<file path="src/rtl/rr_burst_arbiter.sv">
// Round-robin arbiter for up to N requesters with burst hold: an owner keeps the
// grant while it requests, and rotates away after MAX_BURST cycles if others wait.
module rr_burst_arbiter #(
    parameter int N         = 4,
    parameter int MAX_BURST = 4,
    parameter int CW        = $clog2(MAX_BURST)
) (
    input  logic                 clk,
    input  logic                 rst_n,
    input  logic [N-1:0]         REQ,
    output logic [N-1:0]         GNT,
    output logic [$clog2(N)-1:0] GNT_ID,
    output logic                 BUSY,
    output logic [CW-1:0]        BURST_CNT
);

    localparam int IW = $clog2(N);

    typedef enum logic {IDLE, OWN} state_t;

    state_t          state, state_nx;
    logic [IW-1:0]   ptr, ptr_nx;
    logic [IW-1:0]   own, own_nx, own_inc;
    logic [CW-1:0]   cnt, cnt_nx;
    logic [N-1:0]    gnt;
    logic            busy;
    logic [N-1:0]    others;
    logic            release_now;
    logic            expire;

    // First index at or after start (wrapping) whose mask bit is set.
    function automatic logic [IW-1:0] pick(input logic [IW-1:0] start,
                                           input logic [N-1:0]  mask);
        logic [IW-1:0] res;
        int            idx;
        res = start;
        for (int k = N - 1; k >= 0; k--) begin
            idx = (int'(start) + k) % N;
            if (mask[idx]) res = IW'(idx);
        end
        return res;
    endfunction

    assign own_inc     = (own == IW'(N - 1)) ? '0 : own + IW'(1);
    assign others      = REQ & ~(N'(1) << own);
    assign release_now = !REQ[own];
    assign expire      = (cnt == CW'(MAX_BURST - 1));

    // NOTE: sequential state uses non-blocking (<=) so every register samples pre-edge values.
    always_ff @(posedge clk) begin
        if (!rst_n) begin
            state <= IDLE;
            ptr   <= '0;
            own   <= '0;
            cnt   <= '0;
            gnt   <= '0;
            busy  <= 1'b0;
        end else begin
            state <= state_nx;
            ptr   <= ptr_nx;
            own   <= own_nx;
            cnt   <= cnt_nx;
            busy  <= (state_nx == OWN);
            gnt   <= (state_nx == OWN) ? (N'(1) << own_nx) : '0;
        end
    end

    // NOTE: every combinational output gets a default first so no latch is inferred.
    always_comb begin
        state_nx = state;
        case (state)
            IDLE:    if (|REQ) state_nx = OWN;
            OWN:     if (release_now && !(|others)) state_nx = IDLE;
            default: state_nx = IDLE;
        endcase
    end

    // Release takes precedence over expiry when both happen on the same edge.
    always_comb begin
        own_nx = own;
        cnt_nx = cnt;
        ptr_nx = ptr;
        case (state)
            IDLE: begin
                cnt_nx = '0;
                if (|REQ) own_nx = pick(ptr, REQ);
            end
            OWN: begin
                if (release_now) begin
                    ptr_nx = own_inc;
                    cnt_nx = '0;
                    if (|others) own_nx = pick(own_inc, others);
                end else if (expire) begin
                    cnt_nx = '0;
                    if (|others) begin
                        own_nx = pick(own_inc, others);
                        ptr_nx = own_inc;
                    end
                end else begin
                    cnt_nx = cnt + CW'(1);
                end
            end
            default: begin
                own_nx = own;
                cnt_nx = '0;
                ptr_nx = ptr;
            end
        endcase
    end

    assign GNT       = gnt;
    assign GNT_ID    = own;
    assign BUSY      = busy;
    assign BURST_CNT = cnt;

endmodule

</file>
<file path="config.mk">
export PLATFORM = sky130hd
export DESIGN_NAME = rr_burst_arbiter
export DESIGN_NICKNAME = d
export VERILOG_FILES = /design/src/rtl/rr_burst_arbiter.sv
export SDC_FILE = /design/constraint.sdc
export NUM_CORES = 1
export LEC_CHECK = 0
export CAP_MARGIN = 20
export CORE_MARGIN = 10
export CORE_UTILIZATION = 29
export DETAILED_ROUTE_END_ITERATION = 8
export PLACE_DENSITY = 0.57
export SETUP_SLACK_MARGIN = 0.3
export SYNTH_ARGS = -nofsm -noshare
export SYNTH_HDL_FRONTEND = slang
export SYNTH_SLANG_ARGS = --single-unit
</file>
<file path="constraint.sdc">
create_clock -name clk -period 6.2 [get_ports clk]
set_input_delay 0.93 -clock clk [delete_from_list [all_inputs] [get_ports clk]]
set_output_delay 0.93 -clock clk [all_outputs]
set_load 0.02 [all_outputs]
</file>
---- Yosys cells after proc, flatten, opt, wreduce, memory -nomap -nowiden ----
Index checks and enable logic that the tools add are counted.
operators by class
  reduce and logical (&&, ||, !) cells .... 13
  divide/modulo/power cells ............... 0
  add/subtract/negate cells ............... 8
  magnitude comparators ................... 9
  multiplexer cells ....................... 47
  $mul .................................... 0
  equality and inequality tests ........... 4
  bitwise logic cells ..................... 9
  shift operators ......................... 2
operators with widths
  kind                                                                          number
  2-bit two-way mux                                                             18
  3-bit by 4-bit less-than comparator with 1-bit output, second input constant  6
  1-bit binary-select mux with 2-bit select                                     9
  1-bit two-way mux                                                             17
  2-bit OR reduction                                                            6
  2-bit by 3-bit less-than comparator with 1-bit output, second input constant  3
  2-bit by 1-bit adder with 2-bit output, second input constant                 4
  2-bit adder, second input constant                                            4
  2-bit case mux with 2 select lines                                            2
  4-bit OR reduction                                                            2
  1-bit by 2-bit left shift with 4-bit output, first input constant             2
  1-bit AND, first input constant                                               6
  4-bit AND                                                                     1
  2-bit == test, second input constant                                          2
  4-bit NOT                                                                     1
  3-bit AND reduction                                                           1
  1-bit logical NOT                                                             2
  2-bit by 1-bit != test with 1-bit output, second input constant               1
  2-bit != test, second input constant                                          1
  1-bit case mux with 2 select lines                                            1
  2-bit AND reduction                                                           1
  1-bit logical AND                                                             1
  1-bit NOT                                                                     1
storage, ports and cells
  memories ................................ 0
  bits in read-only memories .............. 0
  bits in latches ......................... 0
  bits in writable memories ............... 0
  input bits .............................. 6
  register bits after elaboration ......... 11

---- Longest topological paths before layout ----
  word-level depth ........................ 17
  mapped depth ............................ 10
  gate-level depth less buffers ........... 8

---- Least setup slack after synthesis ----
OpenSTA, ideal clock, no wires.
  path type ............................... register -> register
  start point ............................. reg own[0], in the netlist GNT_ID[0]
  end point ............................... reg gnt[2], in the netlist GNT[2]
  stages on the path, launching flop included .. 11
  buffers on the path ..................... 2
  arrival time ............................ 2396 ps
  path slack .............................. 3731 ps
  period minus slack after synthesis ...... 2469 ps
  cell sequence ........................... dfxtp_1 > buf_2 > inv_1 > ha_1 > clkbuf_1 > inv_1 > nor2_1 > o21ai_0 > or3_1 > a31oi_2 > nor3b_2
between the ends
  cells in the longest elaborated chain, start to end .. 15
ends and longest elaborated chain
  element                                                                         line    source
  start, declared                                                                 23      logic [IW-1:0] own, own_nx, own_inc;
  start signal, assigned                                                          61      own <= own_nx;
  2-bit by 1-bit adder with 2-bit output / 2-bit == test (equally long branches)  44      assign own_inc = (own == IW'(N - 1)) ? '0 : own + IW'(1);
  2-bit two-way mux (*)                                                           44
  net own_inc[1]                                                                  23
  2-bit adder                                                                     38      idx = (int'(start) + k) % N;
  1-bit binary-select mux with 2-bit select                                       39      if (mask[idx]) res = IW'(idx);
  1-bit two-way mux (not written as such) (2 in series)                           39
  2-bit two-way mux (3 in series)                                                 39
  2-bit two-way mux (*)                                                           39
  2-bit two-way mux (*)                                                           92, 95
  2-bit two-way mux                                                               93      end else if (expire) begin
  2-bit two-way mux (*)                                                           89      if (release_now) begin
  2-bit case mux with 2 select lines (*)                                          83      case (state)
  1-bit by 2-bit left shift with 4-bit output (*)                                 64      gnt <= (state_nx == OWN) ? (N'(1) << own_nx) : '0;
  end signal, assigned                                                            64
  end, declared                                                                   25      logic [N-1:0] gnt;
The timed path passes the listed nets; every way through them passes the cells marked *. The select of a mux whose other input is x is not followed.
A chain may end at the register's enable or synchronous reset.

---- Worst setup path in the final report ----
  start point ............................. in REQ[0]
  end point ............................... reg gnt[1], in the netlist GNT[1]
between the ends
  cells in the longest elaborated chain, start to end .. 13
ends and longest elaborated chain
  element                                                line    source
  start, declared                                        10      input logic [N-1:0] REQ,
  4-bit AND                                              45      assign others = REQ & ~(N'(1) << own);
  1-bit binary-select mux with 2-bit select              39
  1-bit two-way mux (not written as such) (2 in series)  39
  2-bit two-way mux (4 in series)                        39
  2-bit two-way mux                                      92, 95
  2-bit two-way mux                                      93
  2-bit two-way mux                                      89
  2-bit case mux with 2 select lines                     83
  1-bit by 2-bit left shift with 4-bit output            64
Parallel ways exist; a longest one is shown, timed or not. The select of a mux whose other input is x is not followed.

==> results_dict.tcl <==
set metrics [dict create \
    cts.sinks 11 \
    first_global_vias 810 \
    postCtsSetupRepairBufs 0 \
    finalNonFillerCells 147 \
    drive_gt1_share_pct 8.62 \
    cts_root_buf "sky130_fd_sc_hd__clkbuf_4" \
    fp.dieH_um 74.6 \
    grt.overflow.total 0 \
    total_power_w 0.000268 \
    tritoncts "built" \
    cts-buffers-inserted 3 \
    synthDistinctLibCells 39 \
    utilization_pct 37.1 \
    io_buffer_count 14 \
    endpoint_kind "register" \
    n_fill_cell 289 \
    power.switching_fraction_pct 39.6 \
    max_freq_mhz 345 \
    placeableCoreArea_um2 2810 \
    drt_drc_violations_left 0 \
    worst_setup_hold_path_clk_slew_ns 0.07 \
    worst_ir_drop_vdd_uv 188 \
    pwr_density_cell_nw_per_um2 257 \
    grt_pass1_wl_mm 3.84 \
    share_of_power_burned_in_registers_pct 34.4 \
    crit_path_start_kind "primary input" \
    syn-instance-count 103 \
    globalRouteTotalUtil_pct 8.67 \
    synth_sequential_area_ratio_pct 25.5 \
    maxCapViolations 0 \
    share_clk_of_total_power_pct 17.8 \
    grt_start_max_net_pins 16 \
    worstPathArrival_ns 3.09 \
    top_level_ports 15 \
    antenna-diode-count 0 \
    relSlewSlack_pct 67.1 \
    wl_per_cell_um 15.2 \
    hold_bufs_inserted_after_cts 0 \
    power_frac_comb_pct 47.8 \
    timing.rr.start "GNT_ID[0]$_SDFF_PN0_" \
    dieArea_um2 5570 \
    crit_start "REQ[0]" \
    fp.dieW_um 74.6 \
    power_report.internal_total_w 0.000162 \
    post_cts_resized 0 \
    floorplan.rows 19 \
    finalSetupViolCount 0 \
    drt.antenna.violating_nets 0 \
    clock_tree.buffer_depth 2 \
    unrepaired_setup_endpoints_after_global_routing "false" \
    postSynthRegisterBits 11 \
    worst_slew_pin_slew_ns 0.493 \
    clock_insertion_delay_worst_skew_ns 0.27 \
    place.detailed.hpwl_mm 1.64 \
    start_util_pct 30.8 \
    worst_clock_skew_ns 0.00385 \
    holdCritStartpoint "BURST_CNT[0]$_SDFF_PP0_" \
    final_period_minus_worst_setup_slack_ns 2.90 \
    static-leakage-power_nw 0.404 \
    timing.hold.worst.class "register to register" \
    cts_max_level 1 \
    area.growth.synth_to_final_pct 20.4 \
    switchingPower_w 0.000106 \
    drt_first_iter_violations 48 \
    yosys_warnings 0 \
    setup_tns_ns 0 \
    worstPathRequired_ns 6.39 \
    dp_slack_ns 3.10 \
    period_share_pct 46.7 \
    outcome "complete, no violations" \
    antenna_found_initial 0 \
    netlist_area_um2 865 \
    setup_ws_ns 3.30 \
    critPathMaxFanout 9 \
    setup.worst_path.class "primary input to register" \
    vias_per_cell 5.66 \
    final-hold-violation-count 0 \
    synthesis.nets 114 \
    synthesis.area_per_instance_um2 8.39 \
    detailroute.via_count 832 \
    final_nets 128 \
    placedCellCount 143 \
    wirelength_mm 2.23 \
    gp_congestion 0.757 \
    firstDrtPassIters 4 \
    maxSlewViolCount 0 \
]
==> worst max-delay path: stages <==
cell,delay [ns]
sky130_fd_sc_hd__clkdlybuf4s50_1,0.62
sky130_fd_sc_hd__nor2b_1,0.32
sky130_fd_sc_hd__mux2i_1,0.17
sky130_fd_sc_hd__o32ai_1,0.43
sky130_fd_sc_hd__a22o_1,0.22
sky130_fd_sc_hd__and4_4,0.26
sky130_fd_sc_hd__nor3b_2,0.15
==> cell type report <==
class / instances / area, µm² / area share (%)
clock buffers: 4 / 26.3 / 2.52
inverters: 6 / 22.5 / 2.16
multi-input cells: 81 / 593 / 57.0
flip-flops and latches: 11 / 220 / 21.2
well taps: 31 / 38.8 / 3.73
repair buffers: 14 / 140 / 13.5
==> cell usage in the layout, fill, tap and decap left out, types with 2 or more instances in the layout <==
master / n
sky130_fd_sc_hd__nor3_1: 6
sky130_fd_sc_hd__nand2b_1: 5
sky130_fd_sc_hd__nand2_1: 8
sky130_fd_sc_hd__o22ai_1: 2
sky130_fd_sc_hd__dfxtp_1: 11
sky130_fd_sc_hd__o21ai_0: 4
sky130_fd_sc_hd__a21oi_1: 5
sky130_fd_sc_hd__a311oi_1: 2
sky130_fd_sc_hd__and3_1: 2
sky130_fd_sc_hd__and2_1: 2
sky130_fd_sc_hd__nor3b_2: 2
sky130_fd_sc_hd__mux2i_1: 5
sky130_fd_sc_hd__ha_1: 5
sky130_fd_sc_hd__clkdlybuf4s50_1: 14
sky130_fd_sc_hd__inv_1: 6
sky130_fd_sc_hd__clkbuf_4: 3
sky130_fd_sc_hd__nor2_1: 4
sky130_fd_sc_hd__a21boi_0: 2
sky130_fd_sc_hd__nor2b_1: 8
==> stage by stage <==
stage	cell area (µm²)	hold slack (ns)
after detailed placement	1010	0.463
after CTS	1040	0.473
after global placement	1010	0.449
final	1040	0.466
after floorplan	865	0.517
after global routing	1040	0.509
==> power groups by stage <==
stage | Clock [W] | Combinational, W | Sequential [W]
floorplan | 0 | 0.0000837 | 0.0000975
global placement | 0 | 0.000125 | 0.0000941
detailed placement | 0 | 0.000126 | 0.0000936
CTS | 0.0000497 | 0.000127 | 0.0000923
global route | 0.0000550 | 0.000141 | 0.0000939
finish | 0.0000477 | 0.000128 | 0.0000922
==> cells in the mapped netlist <==
cell type	number	area share, %
sky130_fd_sc_hd__mux2i_1	5	5.8
sky130_fd_sc_hd__o32ai_1	1	1.0
sky130_fd_sc_hd__a22o_1	1	1.0
sky130_fd_sc_hd__and2_1	2	1.4
sky130_fd_sc_hd__o21ai_0	4	2.3
sky130_fd_sc_hd__dfxtp_1	11	25
sky130_fd_sc_hd__nor3_1	6	3.5
sky130_fd_sc_hd__a2111oi_2	1	1.7
sky130_fd_sc_hd__inv_1	6	2.6
sky130_fd_sc_hd__and3_1	2	1.4
sky130_fd_sc_hd__or3_1	1	0.72
sky130_fd_sc_hd__nand3_1	1	0.58
sky130_fd_sc_hd__a21o_1	1	0.87
sky130_fd_sc_hd__ha_1	5	7.2
sky130_fd_sc_hd__mux4_2	1	2.6
sky130_fd_sc_hd__o311ai_0	1	1.0
sky130_fd_sc_hd__nor2b_1	8	5.8
sky130_fd_sc_hd__buf_2	2	1.2
sky130_fd_sc_hd__nor3b_2	2	2.9
sky130_fd_sc_hd__a311oi_1	2	2.0
sky130_fd_sc_hd__o22ai_1	2	1.4
sky130_fd_sc_hd__nand2b_4	1	1.6
sky130_fd_sc_hd__nand2_1	8	3.5
sky130_fd_sc_hd__clkbuf_1	2	0.87
sky130_fd_sc_hd__nand2b_1	5	3.6
sky130_fd_sc_hd__a211o_1	1	1.0
sky130_fd_sc_hd__a31oi_2	1	1.4
sky130_fd_sc_hd__nor2_1	4	1.7
sky130_fd_sc_hd__or4_1	1	0.87
sky130_fd_sc_hd__a2bb2oi_1	1	1.0
sky130_fd_sc_hd__and4_4	1	1.3
sky130_fd_sc_hd__buf_6	1	1.3
sky130_fd_sc_hd__o211ai_1	1	0.87
sky130_fd_sc_hd__a21oi_1	5	2.9
sky130_fd_sc_hd__a21boi_0	2	1.7
sky130_fd_sc_hd__o2bb2ai_1	1	1.0
sky130_fd_sc_hd__nor4_1	1	0.72
sky130_fd_sc_hd__nand4_1	1	0.72
sky130_fd_sc_hd__or4b_1	1	1.2
==> registers in the layout, summed over array words and instances, names as in the netlist <==
| name | count |
|---|---|
| BUSY | 1 |
| GNT_ID | 2 |
| BURST_CNT | 2 |
| GNT | 4 |
| ptr | 2 |
==> metal layers <==
metal  share of wire (%)  GRT usage [%]  up-vias
li1                    -              -      402
met1                  44           10.3      390
met2                  45           13.6       38
met3                  11           4.65        2
met5                   0              0        -
met4                0.31           1.68        0
==> final timing paths <==
kind / cells after the start / end / slack [ns]
worst min register to register: 1 / BURST_CNT[0]$_SDFF_PP0_ / 0.47
worst max register to register: 8 / GNT[2]$_SDFF_PN0_ / 3.53
worst min-delay path: 1 / BURST_CNT[0]$_SDFF_PP0_ / 0.47
worst max-delay path: 7 / GNT[1]$_SDFF_PP0_ / 3.30
==> kinds of logic after synthesis <==
logic type,synth area share (%)
compound gates,21.4
fa+ha+maj,7.24
buf+inv,5.93
flops,25.5
mux,8.39
simple gates,31.5
No activity file was read; power rests on OpenSTA's default activity.
